`src/rtl/calc_pkg.sv`:
```
// calc_pkg: shared definitions for the sequential calculator ALU.
//   - opcode encodings
//   - error codes reported on the error output
//   - top-level FSM state type
//   - needs_iter(): decides whether an accepted op runs through the
//     iterative multiply/divide unit
package calc_pkg;

  localparam logic [3:0] OP_NOP   = 4'b0000;
  localparam logic [3:0] OP_ADD   = 4'b0001;
  localparam logic [3:0] OP_SUB   = 4'b0010;
  localparam logic [3:0] OP_MUL   = 4'b0011;
  localparam logic [3:0] OP_DIV   = 4'b0100;
  localparam logic [3:0] OP_MOD   = 4'b0101;
  localparam logic [3:0] OP_AND   = 4'b0110;
  localparam logic [3:0] OP_OR    = 4'b0111;
  localparam logic [3:0] OP_XOR   = 4'b1000;
  localparam logic [3:0] OP_NOT   = 4'b1001;
  localparam logic [3:0] OP_CLEAR = 4'b1100;
  localparam logic [3:0] OP_LOAD  = 4'b1101;

  localparam logic [1:0] ERR_NONE    = 2'b00;
  localparam logic [1:0] ERR_OVF     = 2'b01;
  localparam logic [1:0] ERR_DIV0    = 2'b10;
  localparam logic [1:0] ERR_ILLEGAL = 2'b11;

  typedef enum logic [1:0] {
    IDLE = 2'd0,
    ITER = 2'd1,
    DONE = 2'd2
  } state_t;

  // Divide/modulo by zero is resolved at acceptance and takes the
  // single-cycle path, so only a nonzero divisor goes iterative.
  function automatic logic needs_iter(input logic [3:0] op, input logic b_zero);
    return (op == OP_MUL) || (((op == OP_DIV) || (op == OP_MOD)) && !b_zero);
  endfunction

endpackage

```
`src/rtl/calc_iter_muldiv.sv`:
```
// calc_iter_muldiv: iterative unsigned multiply / restoring divide.
//   One (WIDTH+1)-bit adder and one down-counter are shared by both modes.
//   Each busy cycle retires one product bit (MUL) or one quotient bit (DIV).
//
// Ports
//   clk, rst_n   clock, asynchronous active-low reset
//   start        load operands and begin WIDTH iterations
//   is_div       mode captured at start: 1 = divide, 0 = multiply
//   a, b         multiply: a * b ; divide: a / b
//   done         high during the final iteration cycle
//   quotient     divide result        (valid after done)
//   remainder    divide remainder     (valid after done)
//   prod_hi      upper WIDTH product bits (valid after done)
//   prod_lo      lower WIDTH product bits (valid after done)
module calc_iter_muldiv
  import calc_pkg::*;
#(
  parameter int WIDTH = 32
) (
  input  logic             clk,
  input  logic             rst_n,
  input  logic             start,
  input  logic             is_div,
  input  logic [WIDTH-1:0] a,
  input  logic [WIDTH-1:0] b,
  output logic             done,
  output logic [WIDTH-1:0] quotient,
  output logic [WIDTH-1:0] remainder,
  output logic [WIDTH-1:0] prod_hi,
  output logic [WIDTH-1:0] prod_lo
);

  localparam int CW = $clog2(WIDTH);

  logic          busy;
  logic          div_mode;
  logic [CW-1:0] cnt;

  // hi: partial-product high half / partial remainder
  // lo: multiplier shifting out + product low half / dividend shifting out + quotient
  logic [WIDTH-1:0] hi;
  logic [WIDTH-1:0] lo;
  logic [WIDTH-1:0] m;

  logic [WIDTH:0]   add_x;
  logic [WIDTH:0]   add_y;
  logic             add_cin;
  logic [WIDTH+1:0] add_full;

  // Divide mode computes {rem,next_bit} - divisor as x + ~y + 1; the carry
  // out of bit WIDTH+1 then means "no borrow", i.e. the subtraction fits.
  always_comb begin
    add_x   = {1'b0, hi};
    add_y   = {1'b0, m};
    add_cin = 1'b0;
    if (div_mode) begin
      add_x   = {hi, lo[WIDTH-1]};
      add_y   = ~{1'b0, m};
      add_cin = 1'b1;
    end
  end

  assign add_full = {1'b0, add_x} + {1'b0, add_y} + {{(WIDTH+1){1'b0}}, add_cin};

  always_ff @(posedge clk or negedge rst_n) begin
    if (!rst_n) begin
      busy     <= 1'b0;
      div_mode <= 1'b0;
      cnt      <= '0;
    end else if (start) begin
      busy     <= 1'b1;
      div_mode <= is_div;
      cnt      <= CW'(WIDTH - 1);
    end else if (busy) begin
      if (cnt == '0) begin
        busy <= 1'b0;
      end else begin
        cnt <= cnt - 1'b1;
      end
    end
  end

  always_ff @(posedge clk) begin
    if (start) begin
      hi <= '0;
      lo <= is_div ? a : b;
      m  <= is_div ? b : a;
    end else if (busy) begin
      if (div_mode) begin
        if (add_full[WIDTH+1]) begin
          hi <= add_full[WIDTH-1:0];
        end else begin
          hi <= add_x[WIDTH-1:0];
        end
        lo <= {lo[WIDTH-2:0], add_full[WIDTH+1]};
      end else if (lo[0]) begin
        hi <= add_full[WIDTH:1];
        lo <= {add_full[0], lo[WIDTH-1:1]};
      end else begin
        hi <= {1'b0, hi[WIDTH-1:1]};
        lo <= {hi[0], lo[WIDTH-1:1]};
      end
    end
  end

  assign done      = busy && (cnt == '0);
  assign quotient  = lo;
  assign remainder = hi;
  assign prod_hi   = hi;
  assign prod_lo   = lo;

endmodule

```
`src/rtl/calc_alu_seq.sv`:
```
// calc_alu_seq: WIDTH-generic sequential ALU with accumulator.
//   Accepts one operation per in_valid & in_ready handshake, runs it in one
//   cycle (logic ops, add/sub, load/clear, div-by-zero, illegal) or WIDTH
//   cycles (MUL, DIV, MOD), then pulses out_valid with result and error.
//   The accumulator follows every result whose error is none or overflow.
//
// Ports
//   clk, rst_n   clock, asynchronous active-low reset
//   in_valid     operation presented
//   in_ready     unit idle and able to accept
//   op           opcode (see calc_pkg)
//   opnd_a       operand A (replaced by acc when use_acc=1)
//   opnd_b       operand B
//   use_acc      take operand A from the accumulator
//   out_valid    one-cycle result strobe
//   result       last result, held between strobes
//   error        last error code, held between strobes
//   acc          accumulator
module calc_alu_seq
  import calc_pkg::*;
#(
  parameter int WIDTH = 32
) (
  input  logic             clk,
  input  logic             rst_n,
  input  logic             in_valid,
  output logic             in_ready,
  input  logic [3:0]       op,
  input  logic [WIDTH-1:0] opnd_a,
  input  logic [WIDTH-1:0] opnd_b,
  input  logic             use_acc,
  output logic             out_valid,
  output logic [WIDTH-1:0] result,
  output logic [1:0]       error,
  output logic [WIDTH-1:0] acc
);

  state_t state;
  state_t state_next;

  logic             accept;
  logic             start;
  logic [WIDTH-1:0] a_in;

  logic [3:0]       op_p0;
  logic [WIDTH-1:0] a_p0;
  logic [WIDTH-1:0] b_p0;

  logic             md_done;
  logic [WIDTH-1:0] md_quo;
  logic [WIDTH-1:0] md_rem;
  logic [WIDTH-1:0] md_phi;
  logic [WIDTH-1:0] md_plo;

  logic [WIDTH+1:0] eval_p1;
  logic [WIDTH-1:0] res_p1;
  logic [1:0]       err_p1;

  // Returns {error, result} for the captured operation.
  function automatic logic [WIDTH+1:0] evaluate(
    input logic [3:0]       f_op,
    input logic [WIDTH-1:0] f_a,
    input logic [WIDTH-1:0] f_b,
    input logic [WIDTH-1:0] f_acc,
    input logic [WIDTH-1:0] f_quo,
    input logic [WIDTH-1:0] f_rem,
    input logic [WIDTH-1:0] f_phi,
    input logic [WIDTH-1:0] f_plo
  );
    logic [WIDTH:0]   sum;
    logic [WIDTH-1:0] r;
    logic [1:0]       e;
    sum = {1'b0, f_a} + {1'b0, f_b};
    r   = '0;
    e   = ERR_NONE;
    case (f_op)
      OP_NOP:   r = f_acc;
      OP_ADD: begin
        r = sum[WIDTH-1:0];
        e = sum[WIDTH] ? ERR_OVF : ERR_NONE;
      end
      OP_SUB: begin
        r = f_a - f_b;
        e = (f_b > f_a) ? ERR_OVF : ERR_NONE;
      end
      OP_MUL: begin
        r = f_plo;
        e = (f_phi != '0) ? ERR_OVF : ERR_NONE;
      end
      OP_DIV: begin
        r = (f_b == '0) ? '0 : f_quo;
        e = (f_b == '0) ? ERR_DIV0 : ERR_NONE;
      end
      OP_MOD: begin
        r = (f_b == '0) ? '0 : f_rem;
        e = (f_b == '0) ? ERR_DIV0 : ERR_NONE;
      end
      OP_AND:   r = f_a & f_b;
      OP_OR:    r = f_a | f_b;
      OP_XOR:   r = f_a ^ f_b;
      OP_NOT:   r = ~f_a;
      OP_CLEAR: r = '0;
      OP_LOAD:  r = f_b;
      default:  e = ERR_ILLEGAL;
    endcase
    return {e, r};
  endfunction

  assign in_ready = (state == IDLE);
  assign accept   = in_valid && in_ready;
  assign a_in     = use_acc ? acc : opnd_a;
  assign start    = accept && needs_iter(op, opnd_b == '0);

  always_ff @(posedge clk or negedge rst_n) begin
    if (!rst_n) begin
      state <= IDLE;
    end else begin
      state <= state_next;
    end
  end

  always_comb begin
    state_next = state;
    case (state)
      IDLE: if (accept) state_next = start ? ITER : DONE;
      ITER: if (md_done) state_next = DONE;
      DONE: state_next = IDLE;
      default: state_next = IDLE;
    endcase
  end

  // p0: operands captured at acceptance
  always_ff @(posedge clk) begin
    if (accept) begin
      op_p0 <= op;
      a_p0  <= a_in;
      b_p0  <= opnd_b;
    end
  end

  calc_iter_muldiv #(
    .WIDTH(WIDTH)
  ) u_muldiv (
    .clk       (clk),
    .rst_n     (rst_n),
    .start     (start),
    .is_div    (op != OP_MUL),
    .a         (a_in),
    .b         (opnd_b),
    .done      (md_done),
    .quotient  (md_quo),
    .remainder (md_rem),
    .prod_hi   (md_phi),
    .prod_lo   (md_plo)
  );

  // p1: result formed from captured operands or iterative unit output
  assign eval_p1 = evaluate(op_p0, a_p0, b_p0, acc, md_quo, md_rem, md_phi, md_plo);
  assign res_p1  = eval_p1[WIDTH-1:0];
  assign err_p1  = eval_p1[WIDTH+1:WIDTH];

  // p2: registered outputs and accumulator
  always_ff @(posedge clk or negedge rst_n) begin
    if (!rst_n) begin
      out_valid <= 1'b0;
      result    <= '0;
      error     <= ERR_NONE;
      acc       <= '0;
    end else if (state == DONE) begin
      out_valid <= 1'b1;
      result    <= res_p1;
      error     <= err_p1;
      if ((err_p1 == ERR_NONE) || (err_p1 == ERR_OVF)) begin
        acc <= res_p1;
      end
    end else begin
      out_valid <= 1'b0;
    end
  end

endmodule

```
`config.mk`:
```
export PLATFORM = sky130hd
export DESIGN_NAME = calc_alu_seq
export DESIGN_NICKNAME = d
export VERILOG_FILES = /design/src/rtl/calc_pkg.sv /design/src/rtl/calc_iter_muldiv.sv /design/src/rtl/calc_alu_seq.sv
export SDC_FILE = /design/constraint.sdc
export NUM_CORES = 1
export LEC_CHECK = 0
export BUFFER_PORTS_ARGS = -buffer_cell sky130_fd_sc_hd__buf_2
export CAP_MARGIN = 20
export CORE_MARGIN = 3
export CORE_UTILIZATION = 43
export CTS_CLUSTER_DIAMETER = 120
export CTS_CLUSTER_SIZE = 20
export DETAILED_ROUTE_END_ITERATION = 10
export GPL_TIMING_DRIVEN = 0
export REMOVE_ABC_BUFFERS = 1
export SLEW_MARGIN = 10
export SYNTH_ARGS = -nofsm -noshare
export SYNTH_HDL_FRONTEND = slang
export SYNTH_SLANG_ARGS = --single-unit
```
`constraint.sdc`:
```
create_clock -name clk -period 13.8 [get_ports clk]
set_input_delay 1.38 -clock clk [delete_from_list [all_inputs] [get_ports clk]]
set_output_delay 1.38 -clock clk [all_outputs]
set_load 0.02 [all_outputs]
```
Yosys cells after proc, flatten, opt, wreduce, memory -nomap -nowiden
Index checks and enable logic that the tools add are counted.

storage, ports and cells
  flip-flop bits (word level) = 240
  latch bits = 0
  RAM bits = 0
  ROM bits = 0
  bits of input ports = 72
  output and inout port bits = 68
  word-level logic and storage cells = 99
  memories kept = 0

cells by class
  add/subtract/negate cells = 5
  multipliers = 0
  divide/modulo/power cells = 0
  $lt $le $gt $ge = 1
  equal/unequal tests = 21
  shift-type cells = 0
  mux-type cells = 32
  bitwise gates (word level) = 5
  reductions and logical operators = 21

operators with widths
  cell                                                             count
  32-bit 2-to-1 mux                                                12
  32-bit case mux with 11 select lines                             1
  33-bit 2-to-1 mux                                                2
  32-bit zero test                                                 2
  33-bit by 33-bit adder with 34-bit output                        1
  34-bit by 1-bit adder with 34-bit output                         1
  32-bit by 32-bit adder with 33-bit output                        1
  32-bit inverter with 33-bit output                               1
  32-bit AND                                                       1
  32-bit greater-than comparator                                   1
  32-bit inverter                                                  1
  32-bit OR                                                        1
  32-bit nonzero test                                              1
  32-bit subtractor                                                1
  32-bit bitwise XOR                                               1
  4-bit by 3-bit == test with 1-bit output, second input constant  6
  4-bit == test, second input constant                             4
  5-bit 2-to-1 mux                                                 3
  4-bit by 2-bit == test with 1-bit output, second input constant  3
  2-bit case mux with 5 select lines                               1
  1-bit 2-to-1 mux                                                 8
  2-bit 2-to-1 mux                                                 4
  7-bit OR reduction                                               1
  2-bit AND reduction                                              3
  16 further kinds                                                 24

Depth between registers and ports, before layout
  word-level depth = 8
  gate-level depth with buffers = 17
  gate-level depth less buffers = 12

Modules after synthesis
Synthesis repeated with hierarchy kept, for this count alone.

unflattened totals
  cells, all modules = 2392
  area total of the unflattened synthesis = 20591.0 µm²

by module, submodules not included
  module            instances  cells an instance  area an instance (µm²)  seq. area each (µm²)
  calc_alu_seq      1          1424               11868.9                 3768.6
  calc_iter_muldiv  1          968                8722.1                  2737.6

Least setup slack after synthesis
Ideal clock, no wire load.

  path kind = input -> register
  from = input in_valid
  to = register u_muldiv.lo[29], in the netlist u_muldiv.prod_lo[29], data pin
  setup time = 315 ps
  data arrival time = 5766 ps
  required time = 13485 ps
  setup slack = 7719 ps
  stages on the path = 7
  buffers on the path = 3
  path through = and2_1 > clkbuf_1 > nand2_1 > inv_1 > clkbuf_1 > buf_1 > o21ai_0

between the ends
  longest elaborated chain between the ends = 3

ends and longest elaborated chain
  element               RTL line                source
  from (decl)           calc_alu_seq.sv:26      input logic in_valid,
  1-bit logical AND     calc_alu_seq.sv:110     assign accept = in_valid && in_ready;
  named net accept      calc_alu_seq.sv:41      logic accept;
  1-bit logical AND     calc_alu_seq.sv:112     assign start = accept && needs_iter(op, opnd_b == '0);
  named net start       calc_alu_seq.sv:42      logic start;
  32-bit 2-to-1 mux     calc_iter_muldiv.sv:84  if (start) begin
  to (signal assigned)  calc_iter_muldiv.sv:86  lo <= is_div ? a : b;
  to (signal assigned)  calc_iter_muldiv.sv:95  lo <= {lo[WIDTH-2:0], add_full[WIDTH+1]};
  to (signal assigned)  calc_iter_muldiv.sv:98  lo <= {add_full[0], lo[WIDTH-1:1]};
  to (decl)             calc_iter_muldiv.sv:42  logic [WIDTH-1:0] lo;

The timed path passes the listed nets, and every way through them passes these cells.
A chain may end at the register's enable or synchronous reset.

Worst setup path after layout
  from = register u_muldiv.div_mode
  to = register u_muldiv.hi[14], in the netlist u_muldiv.prod_hi[14]

between the ends
  longest elaborated chain between the ends = 5
  elaborated cells on any way between the ends = 8
  those cells by class = add/sub (2); mux (6)

ends and longest elaborated chain
  element                                    RTL line                                        source
  from (decl)                                calc_iter_muldiv.sv:36                          logic div_mode;
  from (signal assigned)                     calc_iter_muldiv.sv:72                          div_mode <= is_div;
  33-bit 2-to-1 mux                          calc_iter_muldiv.sv:56                          if (div_mode) begin
  33-bit by 33-bit adder with 34-bit output  calc_iter_muldiv.sv:63                          assign add_full = {1'b0, add_x} + {1'b0, add_y} + {{(WIDTH+1){1'b0}}, add_cin};
  34-bit by 1-bit adder with 34-bit output   calc_iter_muldiv.sv:63
  32-bit 2-to-1 mux (on tied branches)       calc_iter_muldiv.sv:96, calc_iter_muldiv.sv:90
  32-bit 2-to-1 mux *                        calc_iter_muldiv.sv:89                          if (div_mode) begin
  to (signal assigned)                       calc_iter_muldiv.sv:91                          hi <= add_full[WIDTH-1:0];
  to (signal assigned)                       calc_iter_muldiv.sv:93                          hi <= add_x[WIDTH-1:0];
  to (signal assigned)                       calc_iter_muldiv.sv:97                          hi <= add_full[WIDTH:1];
  to (decl)                                  calc_iter_muldiv.sv:41                          logic [WIDTH-1:0] hi;

Mark *: on every way between the ends. The rest lies on a longest branch, timed or not.

==> impl_results.md <==
- Status: finished, final reports clean
- FP Rows: 77
- CP peak stage delay: 730 ps
- Worst hold margin: 480.8 ps
- Flops & latches, synth: 240
- Port bufs: 139
- FF-to-FF Start: u_muldiv.div_mode
- Core area: 0.04451 sq mm
- Die Ht: 219.1 um
- Critical path peak fanout: 60
- Slew margin rel.: 37.09%
- Routed vias: 18497
- GRT overflow: 0
- Worst setup SP type: flip-flop
- TritonCTS clock tree: done
- Hold/Removal Path Class: flip-flop to flip-flop
- Synth Area in XOR/XNOR: 2.916%
- Maximum clock frequency: 0.1898 GHz
- Final Hold Vio Count: 0
- Ys flop type: edfxtp_1
- Min-delay src: result[6]
- Final Setup Violations: 0
- Max-capacitance violation count: 0
- CTS Buf Count: 16
- Syn-to-layout area delta: 10.13%
- Worst path most repeated cell: a21oi_1
- Starting Density: 43.86%
- Crit-path cells: buf_16 -> buf_16 -> mux2_2 -> ha_1 -> a21oi_1 -> o21ai_2 -> o2111ai_1 -> a21oi_1 -> a41oi_2 -> o31ai_4 -> buf_8 -> buf_8 -> mux2i_1 -> a211o_1 -> a21oi_1
- Iteration-0 DRC Markers: 2076
- Post-synthesis mux area share: 7.172%
- Pin count of the biggest net entering global routing: 73
- Clock transition at the registers of the reported paths: 100 ps
- VDD IR max: 0.1204 mV
- Clock sinks: 240
- Power Dens Cells: 238.4 mW/mm^2
- Static leakage: 9.471 nW
- Mapped Cells: 2257
- Horiz. Die Dim: 219.1 um
- Commonest cells in the netlist: 287 x nand2_1, 172 x o21ai_0, 158 x inv_1
- Least-Margin Pin Slew: 938.6 ps
- Kind of end point of the critical path: flip-flop
- Clock Tree Buf Depth: 3
- Sequential fraction of the synthesis area: 33.33%
- Critical path type: flip-flop to flip-flop
- Gpl congestion: 0.9393
- Drt via density: 6.363
- Vias in the first global route: 17530
- GRT Util Overall: 28.66%
- Post-Route WL: 70890 um
- CP Data Required Time: 14280 ps
- Clock Skew: 33.17 ps
- Setup_tns: 0 ps
- Nets@finish: 2516
- CP Launch Point: u_muldiv.div_mode
- Synth unique cells: 88
- Post_cts resized: 0
- Synth Warn #: 0
- Worst-skew pair later-pin latency: 540 ps
- Global-route wire length before repair: 106400 um
- Synth top area cells: edfxtp_1 20%, dfrtp_1 9.7%, ha_1 8.8%
- Compound-cell area share of the yosys netlist: 26.18%
- Root Driver: clkbuf_16
- Drt wl/cell: 24.39 um
- Drt drc: 0
- Number of flops mapped to enable cells by yosys: 132
- Mapped Area: 0.01952 sq mm
- Synth Area in Simple Gates: 15.03%
- Post-Synth Adder-Cell Area: 9.089%
- Die Area: 0.04799 sq mm
- Syn Area/Cell: 8.649 sq um
- Yosys top cell by area: edfxtp_1
- CP delay by family, top: compound AO/OA/AOI/OAI gates
- Buf/Inv on CP: 4
- Critical-path top delay cell: dfrtp_4
- Final ANT Viol Nets: 0
- Dominant combinational cell family by area after synthesis: compound AO/OA/AOI/OAI gates
- RSZ-0062 raised after global routing: no
- Crit path time final: 5268 ps
- Ys async rst share: 31.67%
- Worst endpoint data arrival time: 5740 ps
- Area share of the largest cell type after synthesis: 20.31%
- TritonRoute pass-1 iters: 8
- Crit share post-route: 38.18%
- Layout cell share with drive strength beyond 1: 11.62%
- Initial antenna violation count: 0
- Count leader, synth: nand2_1
- # H-tree levels: 1
- Final slew viol count: 0
- Hold-fix buffers, CTS: 0
- Dpl hpwl: 53670 um
- Io pins: 140
- Post-CTS setup buffers: 0
per-layer routing:
metal  global-route usage, %  share of wire [%]
met1                   40.50                 44
met2                   44.90                 45
met3                   5.096                8.6
met4                   8.555                3.0
met5                       0                  0
path summary, 6_finish.rpt:
check / endpoint / slack, ps / depth (start not counted)
max reg2reg: u_muldiv.prod_hi[14] / 8530 / 15
min: result[6] / 480 / 1
min in group asynchronous: u_muldiv.cnt[0] / 840 / 1
max: u_muldiv.prod_hi[14] / 8530 / 15
min reg2reg: result[6] / 480 / 1
max in group asynchronous: u_muldiv.div_mode / 12290 / 2
final cells by class:
| cell class | count | area, sq um |
|---|---|---|
| diodes | 1 | 2.502 |
| clock buffers | 27 | 473.0 |
| clock inverters | 1 | 20.02 |
| fillers | 4273 | 23010 |
| inverters | 161 | 606.8 |
| multi-input cells | 1707 | 11860 |
| flip-flops and latches | 240 | 6510 |
| well taps | 592 | 740.7 |
| repair buffers | 178 | 1286 |
through the flow:
| step | power [mW] | util (%) | worst slack, ps | area, sq um | cells |
|---|---|---|---|---|---|
| CTS | 5.074 | 48.30 | 8607 | 21500 | 2906 |
| detailed placement | 4.545 | 47.19 | 8136 | 21000 | 2878 |
| finish | 5.125 | 48.30 | 8532 | 21500 | 2907 |
| global route | 5.480 | 48.30 | 8225 | 21500 | 2906 |
| global placement | 4.464 | 45.69 | 411.3 | 20330 | 2839 |
| floorplan | 3.553 | - | 5931 | 18900 | 2108 |
flip-flops by register name, indices dropped and copies added (netlist names):
register,flops
a_p0,32
acc,32
b_p0,32
error,2
op_p0,4
out_valid,1
result,32
state,2
u_muldiv.busy,1
u_muldiv.cnt,5
u_muldiv.div_mode,1
u_muldiv.m,32
u_muldiv.prod_hi,32
u_muldiv.prod_lo,32
cells by family (layout without fill, tap and decap cells):
kind of cell,Yosys count,after routing
AO/OA/AOI/OAI,740,740
flip-flops,240,240
buffers and inverters,310,367
XOR/XNOR,65,65
other,0,1
AND/OR/NAND/NOR,626,626
adder cells (fa/ha/maj),140,140
multiplexers,136,136
cell usage in the layout (no fill, tap or decap), types with 56 or more instances in the layout:
master      n
dfrtp_1    75
mux2i_1   105
o211ai_1   69
ha_1      137
nand2_1   286
inv_1     156
a221oi_1   56
o21ai_0   172
edfxtp_1  132
buf_2     140
nor2_1    102
a21oi_1   135
power by group:
| group | leakage [nW] | internal (mW) | total [mW] | switching (mW) |
|---|---|---|---|---|
| Combinational | 6.75 | 1.24 | 3.15 | 1.91 |
| Clock | 0.237 | 0.240 | 0.519 | 0.279 |
| Sequential | 2.49 | 1.06 | 1.46 | 0.395 |
Note: power is estimated with default switching activity, not from simulation.
